===== src/rtl/shifter_pipelined.sv =====
// rtl/shifter_pipelined.sv - pipelined barrel shifter with valid/ready flow control
//
// Purpose: shifts or rotates a WIDTH-bit operand by 0..WIDTH-1 positions through
// CW = log2(WIDTH) registered stages. Stage k shifts by 2^k when count bit k is set.
// Bubbles collapse, so any empty stage accepts data even while the output stalls.
//
// Ports:
//   clk        rising-edge clock
//   rst_n      asynchronous active-low reset; empties every stage
//   in_valid   operand and controls are valid this cycle
//   in_ready   block accepts the operand this cycle (never depends on in_valid)
//   in_data    operand to shift
//   in_cnt     shift amount, 0..WIDTH-1
//   in_mode    00 SLL, 01 SRL, 10 ROL, 11 SRA
//   out_valid  out_data holds a completed result (last stage register)
//   out_ready  downstream consumes the result this cycle
//   out_data   shifted result (last stage register)

module shifter_pipelined #(
  parameter int WIDTH = 16,
  parameter int CW    = $clog2(WIDTH)
) (
  input  logic             clk,
  input  logic             rst_n,
  input  logic             in_valid,
  output logic             in_ready,
  input  logic [WIDTH-1:0] in_data,
  input  logic [CW-1:0]    in_cnt,
  input  logic [1:0]       in_mode,
  output logic             out_valid,
  input  logic             out_ready,
  output logic [WIDTH-1:0] out_data
);

  localparam logic [1:0] MODE_SLL = 2'b00;
  localparam logic [1:0] MODE_SRL = 2'b01;
  localparam logic [1:0] MODE_ROL = 2'b10;
  localparam logic [1:0] MODE_SRA = 2'b11;

  // One fixed-distance step of the barrel. Because each step of an arithmetic
  // shift preserves the MSB, using the current MSB as fill reproduces the
  // original sign bit across all stages.
  function automatic logic [WIDTH-1:0] shift_step(
    input logic [WIDTH-1:0] d,
    input logic [1:0]       mode,
    input int               s
  );
    logic [WIDTH-1:0] r;
    case (mode)
      MODE_SLL: r = d << s;
      MODE_SRL: r = d >> s;
      MODE_ROL: r = (d << s) | (d >> (WIDTH - s));
      MODE_SRA: r = $signed(d) >>> s;
      default:  r = d;
    endcase
    return r;
  endfunction

  // Stage registers. The count is stored pre-shifted so that bit 0 is always
  // the bit the next stage consumes; the last stage only needs its data, so
  // count and mode are kept for stages 0..CW-2.
  logic [CW-1:0]    v_q;
  logic [WIDTH-1:0] data_q [CW];
  logic [CW-1:0]    cnt_q  [CW-1];
  logic [1:0]       mode_q [CW-1];

  // Next-state candidates: what stage k captures if it loads.
  logic [CW-1:0]    v_d;
  logic [WIDTH-1:0] data_d [CW];
  logic [CW-1:0]    cnt_d  [CW-1];
  logic [1:0]       mode_d [CW-1];

  // Stage load enables.
  logic [CW-1:0]    ld;

  for (genvar k = 0; k < CW; k++) begin : g_stage
    logic             src_v;
    logic [WIDTH-1:0] src_data;
    logic             src_bit;
    logic [1:0]       src_mode;

    if (k == 0) begin : g_in
      assign src_v    = in_valid;
      assign src_data = in_data;
      assign src_bit  = in_cnt[0];
      assign src_mode = in_mode;
      assign cnt_d[0] = in_cnt >> 1;
    end else begin : g_prev
      assign src_v    = v_q[k-1];
      assign src_data = data_q[k-1];
      assign src_bit  = cnt_q[k-1][0];
      assign src_mode = mode_q[k-1];
      if (k < CW - 1) begin : g_cnt
        assign cnt_d[k] = cnt_q[k-1] >> 1;
      end
    end

    if (k < CW - 1) begin : g_mode
      assign mode_d[k] = src_mode;
    end

    // Stage k can load when the output drains or any stage from k to the end
    // is empty: an empty slot downstream means everything ahead of it moves.
    // Written without referencing ld[k+1] so there is no chain through ld.
    assign ld[k]     = out_ready || !(&v_q[CW-1:k]);
    assign v_d[k]    = src_v;
    assign data_d[k] = src_bit ? shift_step(src_data, src_mode, 1 << k) : src_data;
  end

  always_ff @(posedge clk or negedge rst_n) begin
    if (!rst_n) begin
      v_q <= '0;
      for (int k = 0; k < CW; k++) begin
        data_q[k] <= '0;
      end
      for (int k = 0; k < CW - 1; k++) begin
        cnt_q[k]  <= '0;
        mode_q[k] <= '0;
      end
    end else begin
      for (int k = 0; k < CW; k++) begin
        if (ld[k]) begin
          v_q[k] <= v_d[k];
          // Payload only moves with a valid operand; bubbles leave it untouched.
          if (v_d[k]) begin
            data_q[k] <= data_d[k];
          end
        end
      end
      for (int k = 0; k < CW - 1; k++) begin
        if (ld[k] && v_d[k]) begin
          cnt_q[k]  <= cnt_d[k];
          mode_q[k] <= mode_d[k];
        end
      end
    end
  end

  assign in_ready  = ld[0];
  assign out_valid = v_q[CW-1];
  assign out_data  = data_q[CW-1];

endmodule


===== config.mk =====
export PLATFORM = sky130hd
export DESIGN_NAME = shifter_pipelined
export DESIGN_NICKNAME = d
export VERILOG_FILES = /design/src/rtl/shifter_pipelined.sv
export SDC_FILE = /design/constraint.sdc
export NUM_CORES = 1
export LEC_CHECK = 0
export ABC_AREA = 0
export BUFFER_PORTS_ARGS = -buffer_cell sky130_fd_sc_hd__buf_2
export CAP_MARGIN = 10
export CORE_ASPECT_RATIO = 0.6
export CORE_MARGIN = 1.5
export CORE_UTILIZATION = 53
export DETAILED_ROUTE_END_ITERATION = 12
export PLACE_DENSITY = 0.79
export REMOVE_ABC_BUFFERS = 1
export SLEW_MARGIN = 0
export SYNTH_ARGS = -nofsm -noshare
export SYNTH_HDL_FRONTEND = slang
export SYNTH_SLANG_ARGS = --single-unit

===== constraint.sdc =====
create_clock -name clk -period 1.35 [get_ports clk]
set_input_delay 0.0675 -clock clk [delete_from_list [all_inputs] [get_ports clk]]
set_output_delay 0.0675 -clock clk [all_outputs]
set_load 0.1 [all_outputs]

; After elaboration in Yosys (flattened, before gate mapping)
; Cells that the tools add are included.
[totals]
register_bits = 80
output_inout_bits = 18
word_cells = 60
[classes]
eq_ne = 12
mux = 8
bitwise_logic = 4
n_reduce_logical = 22
[op_table]
columns = op, count
row1 = $pmux W16 S4, 4
row2 = $mux W16, 4
row3 = $eq A2 B2 Y1 const B, 8
row4 = $or A16 B1 Y16, 1
row5 = $or A16 B2 Y16, 1
row6 = $or A16 B4 Y16, 1
row7 = $or A16 B8 Y16, 1
row8 = $reduce_and A2 Y1, 5
row9 = $eq A2 B1 Y1 const B, 4
row10 = $logic_not A2 Y1, 4
row11 = $logic_not A1 Y1, 4
row12 = $logic_or A1 B1 Y1, 4
row13 = $reduce_and A4 Y1, 1
row14 = $logic_and A1 B1 Y1, 3
row15 = $reduce_and A3 Y1, 1

; Depth between registers and ports, before layout
; Gate-level depths: netlist of the first run.
[logic_depth]
word_depth = 4
mapped_depth = 5
mapped_depth_nobuf = 3

; Least setup slack after synthesis of the first run
; No wires, ideal clock.
[synth_timing]
path_kind = flip-flop to flip-flop
from = reg v_q[3]
to = reg cnt_q, in the netlist cnt_d[4]
setup_ps = 125
arrival_ps = 1905
slack_ps = -681
stages_incl_launch_ff = 5
n_path_buf = 1
synth_period_minus_slack_ps = 2031
cell_sequence = dfrtp_1 nand4b_2 o21a_4 buf_12 mux2_4
[synth_via]
elab_chain_len = 4
[synth_lines]
columns = item, line
row1 = from (decl), 62  ; logic [CW-1:0] v_q;
row2 = "from (signal, indexed assignment)", 123  ; v_q[k] <= v_d[k];
row3 = $reduce_and A4 Y1, 105  ; assign ld[k] = out_ready || !(&v_q[CW-1:k]);
row4 = $logic_not A1 Y1, 105
row5 = $logic_or A1 B1 Y1, 105
row6 = $logic_and A1 B1 Y1, 131  ; if (ld[k] && v_d[k]) begin
row7 = "to (signal, indexed assignment)", 132  ; cnt_q[k] <= cnt_d[k];
row8 = to (decl), 64  ; logic [CW-1:0] cnt_q [CW-1];
; Every way passes these cells.
; A chain may end at the register's enable or synchronous reset.

; Worst setup path after layout of the first run
[layout_timing]
from = reg v_q[3]
to = out in_ready
[layout_via]
elab_chain_len = 3
[layout_lines]
columns = item, line
row1 = $reduce_and A4 Y1, 105
row2 = $logic_not A1 Y1, 105
row3 = $logic_or A1 B1 Y1, 105
row4 = to (decl), 26  ; output logic in_ready,
; Every way passes these cells.

==> metrics.txt, run 1 <==
status=finished with violations; violated checks=setup timing; clock share of power=19.8%; Min Clock Period, post-route=1480 ps; main area contributors after synthesis=dfrtp_1, mux2_2, mux2_4; Endpoint, Worst Hold=v_q[3]; post-route design area=5330 um2; CP max-delay cell=dfrtp_1; Total GRT Usage=22.9%; hold path start=out_ready; max cap viols=0; Net Sw Frac=42.6%; Worst Hold Depth=3; Crit Reg-Reg Endpoint=cnt_d[5]; global-route wire length before repair=15700 um; flops & latches, synth=80; starting density of the core=55.1%; worst skew pair latency=340 ps; H-tree depth=3; RSZ-0062 raised after global routing=true; antenna-violating nets left=0; internal power=6.98 mW; largest net degree at the start of global routing=32; crit-path cells=nand4b_4 -> buf_6 -> or2_4 -> buf_12; fmax=677 MHz; sw power=5.18 mW; sequential fraction of design power=33.4%; CTS Buf Count=9; Finished Layout Cells=558; Placed Instances=531; DR DRC count=0; WL/cell=17.4 um; Die Wd=120 um; DRT Wirelength=9700 um; vias in the first global route=3120; HP Class=in -> reg; num rows=25; CTS tree=done; area leader, netlist=dfrtp_1; Least-Margin Pin Slew=479 ps; Synth Warn #=0; CP Buf/Inv Count=2; 1st-iter DRT viols=201; total gr overflow=0; core area=7950 um2; fill cell count=578; share of Yosys cell area claimed by the top area cell type=45.7%; register area share after synthesis=45.7%; Worst Setup Slack, final=-127 ps; Final #Nets=472; Port Buf Inserts=43; final setup vio count=57; final core occ=67.0%; diodes inserted=0; Max Fanout on Critical Path=3; Worst VDD drop=1.83 mV; Vias/cell=5.66; kind of critical path=reg -> out; synthesized area=4380 um2; multi-input logic area=2220 um2; Netlist cell types=29; hold_ws=115 ps; flop-to-flop setup slack=-110 ps; DP Area=4820 um2; Die ar.=8830 um2; clk_skew=6.37 ps; post-DP HPWL=6580 um; # IOs=44; synthesized area per cell=11.3 um2; routed vias=3161; PD cells=2280 nW/um2; clock sinks=80; clk buf depth=2; CTS Root Cell=clkbuf_16; Place WS=-114 ps; initial antenna violation count=0; crit end category=output port; crit path DAT=1410 ps; Mapped Cells=387; Tcrit/Tclk final=109%; LEAKAGE=2.45 nW; Max stage delay on crit path=390 ps; worst-case reg-to-reg path depth=3; normalized max-slew margin=68.0%; max-slew violations=0; first-pass detailed-route iteration total=4; final hold vios=0; layout cells sized above 1=37.6%; sequential cell area=2000 um2; Worst Path Required=1280 ps; area delta synth->final=21.7%; CP Launch Type=flip-flop; Worst path top cell family by delay=flip-flops; Clock transition at path regs=60 ps; Die Ht=73.4 um; Placer Congestion=0.775; worst r2r src=v_q[3]; Gate power share=46.8%
## flip-flops by register name, summed over array words and instances, names as in the netlist
name and cells:
out_data 16, cnt_q 3, g_stage.src_mode 6, v_q 4, g_stage.src_data 48, cnt_d 3
## cell type report
cell class,count,area share (%)
Timing Repair Buffer,76,12.4
Tap cell,108,2.54
Inverter,4,0.282
Multi-Input combinational cell,275,41.7
Sequential cell,80,37.6
Clock inverter,5,1.08
Clock buffer,10,4.49
## how the worst max path moves through the flow
stage,start,end,cells after the start
floorplan,v_q[3],out_data[0],3
global placement,v_q[3],cnt_d[5],3
detailed placement,v_q[3],cnt_d[5],3
CTS,v_q[2],g_stage[3].src_data[4],6
global route,v_q[1],in_ready,4
finish,v_q[3],in_ready,4
## metrics by stage
stage               TNS, ps  power (mW)
finish                -3940        12.2
global route          -6940        12.8
CTS                   -5330        12.1
detailed placement    -1470        9.56
global placement       -295        9.35
floorplan            -58940        8.17
## power groups by stage
stage | logic (mW) | registers (mW) | clock network, mW
global placement | 5.36 | 3.99 | 0
floorplan | 2.34 | 5.83 | 0
global route | 6.06 | 4.17 | 2.56
CTS | 5.57 | 4.04 | 2.47
detailed placement | 5.50 | 4.06 | 0
finish | 5.69 | 4.06 | 2.41
## kinds of logic after synthesis
kind of cell | Yosys count | synth area share (%)
AOI/OAI and AO/OA | 69 | 9.77
buffers and inverters | 32 | 4.29
DFF | 80 | 45.7
muxes | 110 | 29.9
and+or+nand+nor | 96 | 10.3
## worst reg2reg max path, stage by stage, from the launching register on
cell and delay [ps]:
dfrtp_1 400, nand4b_4 130, o21a_4 410, mux2_2 400
## synth_stat cells
cell,n
o21a_1,1
nor2b_1,1
buf_2,12
inv_1,4
nor2_1,53
buf_12,2
buf_4,3
a2bb2oi_1,1
nand2_2,1
nand2_1,12
buf_6,1
a21oi_1,34
or2_2,2
nand3b_1,8
clkbuf_2,1
a21bo_2,1
mux2i_1,35
a21boi_0,2
a31oi_1,19
o21a_4,1
nand4b_2,1
dfrtp_1,80
mux2_4,30
clkbuf_1,9
o22ai_1,2
mux2_2,45
a22o_1,8
nand3_1,3
nand2b_1,15
## what timing repair did
item                                   in CTS  in global routing
setup buffers                               2                  1
cloned                                      0                  4
hold buffers                                6                  0
pin swaps                                   1                  2
resized for setup                           7                  6
endpoints found under the hold margin      48                  0
setup endpoints to repair                  58                 74
## routing by layer
metal,GRT usage (%),routed length (um),vias to the layer above
met5,0,0,-
met4,5.36,95,0
met3,5.59,416,9
met2,35.7,4370,59
met1,32.7,4810,1597
li1,-,-,1496
## layout by cell type (no fill, tap or decap), drive strengths merged
cell type,instances
a21bo,1
a21boi,2
a21oi,34
a22o,8
a2bb2oi,1
a31oi,19
buf,66
bufinv,1
clkbuf,14
clkinv,4
dfrtp,80
dlygate4sd3,6
inv,4
mux2,75
mux2i,35
nand2,13
nand2b,15
nand3,3
nand3b,8
nand4b,1
nor2,53
nor2b,1
o21a,2
o22ai,2
or2,2
No activity file was read; power rests on OpenSTA's default activity.
==> run 2: changes to the inputs <==
--- a/config.mk
+++ b/config.mk
@@ -12,7 +12,7 @@
 export CORE_MARGIN = 1.5
 export CORE_UTILIZATION = 53
 export DETAILED_ROUTE_END_ITERATION = 12
-export PLACE_DENSITY = 0.79
+export PLACE_DENSITY = 0.8
 export REMOVE_ABC_BUFFERS = 1
 export SLEW_MARGIN = 0
 export SYNTH_ARGS = -nofsm -noshare
==> run 2 against run 1 <==
The flow still finishes with violations (setup timing). Hold slack better by 9.1 ps. Clock-buffer cell count unchanged. Register-to-register slack got worse by 20 ps. Clock skew hardly changed. Largest cell class unchanged. Largest power group unchanged. Highest routed layer unchanged.
==> metrics.txt, run 2 (synthesized netlist as in run 1, its figures left out) <==
status=finished with violations; violated checks=setup timing; clock share of power=19.0% (-0.8 points); clk_skew=6.29 ps (-0.0747 ps); Min Clock Period, post-route=1490 ps (+11.5 ps); sequential fraction of design power=33.5% (about the same); diodes inserted=0 (unchanged); CTS tree=done; Worst Path Required=1280 ps (about the same); final setup vio count=76 (+33%); post-route design area=5400 um2 (+1.4%); Placed Instances=530 (-0.19%); Finished Layout Cells=564 (+1.1%); CTS Buf Count=9 (unchanged); clock sinks=80 (unchanged); Net Sw Frac=42.6% (+0.053 points); most common cell after layout, fill and taps aside=dfrtp_1; initial antenna violation count=0 (unchanged); core area=7950 um2 (unchanged); Clock transition at path regs=60 ps (about the same); CP Buf/Inv Count=2 (unchanged); met2 Track Usage GR=33.5% (-2.3 points); DRT Wirelength=10100 um (+3.8%); HP Class=in -> reg; max cap viols=0 (unchanged); Tcrit/Tclk final=110% (+0.85 points); Total GRT Usage=22.1% (-0.84 points); Final #Nets=479 (+1.5%); crit-path cells=nand4b_4 -> buf_6 -> or2_4 -> buf_12; Placer Congestion=0.784 (+1.1%); Largest register FFs=48 (unchanged); largest net degree at the start of global routing=32 (unchanged); Place WS=-104 ps (+9.74 ps); area delta synth->final=23.4%; PD cells=2240 nW/um2 (-1.7%); DP Area=4810 um2 (-0.16%); internal power=6.96 mW (-0.40%); total gr overflow=0 (unchanged); DR DRC count=0 (unchanged); fill cell count=572 (-1.0%); num rows=25 (unchanged); # IOs=44 (unchanged); fmax=672 MHz (-0.78%); clk buf depth=2 (unchanged); most frequent cells in the layout=dfrtp_1, nor2_1, mux2_2; Overall Power=12.1 mW (-0.31%); final hold vios=0 (unchanged); Die Ht=73.4 um (unchanged); global-route wire length before repair=15100 um (-3.9%); antenna-violating nets left=0 (unchanged); hold_ws=124 ps (+9.12 ps); normalized max-slew margin=66.9% (-1.1 points); RSZ-0062 raised after global routing=true; final core occ=68.0% (+0.94 points); CP Launch Type=flip-flop; Max stage delay on crit path=400 ps (about the same); 1st-iter DRT viols=233 (+16%); kind of critical path=reg -> out; Port Buf Inserts=43 (unchanged); Sum Neg Setup Slack=-5420 ps (-1490 ps); H-tree depth=3 (unchanged); WL/cell=17.8 um (+2.7%); max-slew violations=0 (unchanged); starting density of the core=55.1% (unchanged); grt met1 use=31.3% (-1.4 points); Worst Setup Slack, final=-138 ps (-11.5 ps); Die ar.=8830 um2 (unchanged); sequential cell area=2000 um2 (unchanged); routed vias=3205 (+1.4%); first-pass detailed-route iteration total=5 (+1); Die Wd=120 um (unchanged); post-DP HPWL=6590 um (about the same); CP max-delay cell=dfrtp_1; met3 usage=6.37% (+0.78 points); most used routing layer=met2; layout cells sized above 1=38.4% (+0.82 points); crit path DAT=1420 ps (about the same); LEAKAGE=2.47 nW (+0.80%); Vias/cell=5.68 (+0.31%); crit end category=output port; Least-Margin Pin Slew=500 ps (+20.5 ps); sw power=5.17 mW (-0.19%); CTS Root Cell=clkbuf_16; multi-input logic area=2270 um2 (+2.1%); worst skew pair latency=340 ps (about the same); Worst path top cell family by delay=flip-flops; vias in the first global route=3064 (-1.8%); Worst VDD drop=1.75 mV (-4.2%); Max Fanout on Critical Path=3 (unchanged); Gate power share=47.5% (+0.7 points)
run 2: worst paths after layout:
check                                           to  depth (start not counted)  slack (ps)         from
max in group asynchronous   g_stage[1].src_data[5]                          3         580        rst_n
setup reg to reg            g_stage[3].src_data[2]                          5        -130       v_q[2]
hold reg to reg                        out_data[1]                          1         500  out_data[1]
hold / removal                              v_q[3]                          3         120    out_ready
min in group asynchronous  g_stage[1].src_data[12]                          2         230        rst_n
setup / recovery                          in_ready                          4        -140       v_q[3]
run 2: per-layer routing:
metal,wire length [um],vias up
met2,4450,92
met5,0,-
met3,596,9
li1,-,1522
met1,4930,1582
met4,94,0
run 2: layout make-up:
| type | instances | share of cell area, % |
|---|---|---|
| Tap cell | 108 | 2.50 |
| Sequential cell | 80 | 37.1 |
| Clock buffer | 10 | 4.24 |
| Inverter | 4 | 0.278 |
| Clock inverter | 4 | 0.880 |
| Timing Repair Buffer | 80 | 13.1 |
| Multi-Input combinational cell | 278 | 42.0 |
run 2: what timing repair did:
action | 4_1_cts | 5_1_grt
gates cloned | 0 | 8
hold buffers | 6 | 0
setup endpoints to repair | 44 | 77
buffers inserted | 1 | 5
resized for setup | 9 | 8
pin swaps | 0 | 5
hold endpoints to repair | 33 | 0
run 2: power by group through the flow:
stage,registers (mW),clock network [mW],logic (mW)
6_report,4.06,2.31,5.76
5_1_grt,4.18,2.45,6.09
4_1_cts,4.04,2.34,5.54
3_5_place_dp,4.07,0,5.49
3_3_place_gp,4.00,0,5.32
2_1_floorplan,5.83,0,2.34
run 2: worst min-delay path, delay by kind of cell:
kind,cells,cell delay [ps]
buf+inv,1,120
simple gates,2,240
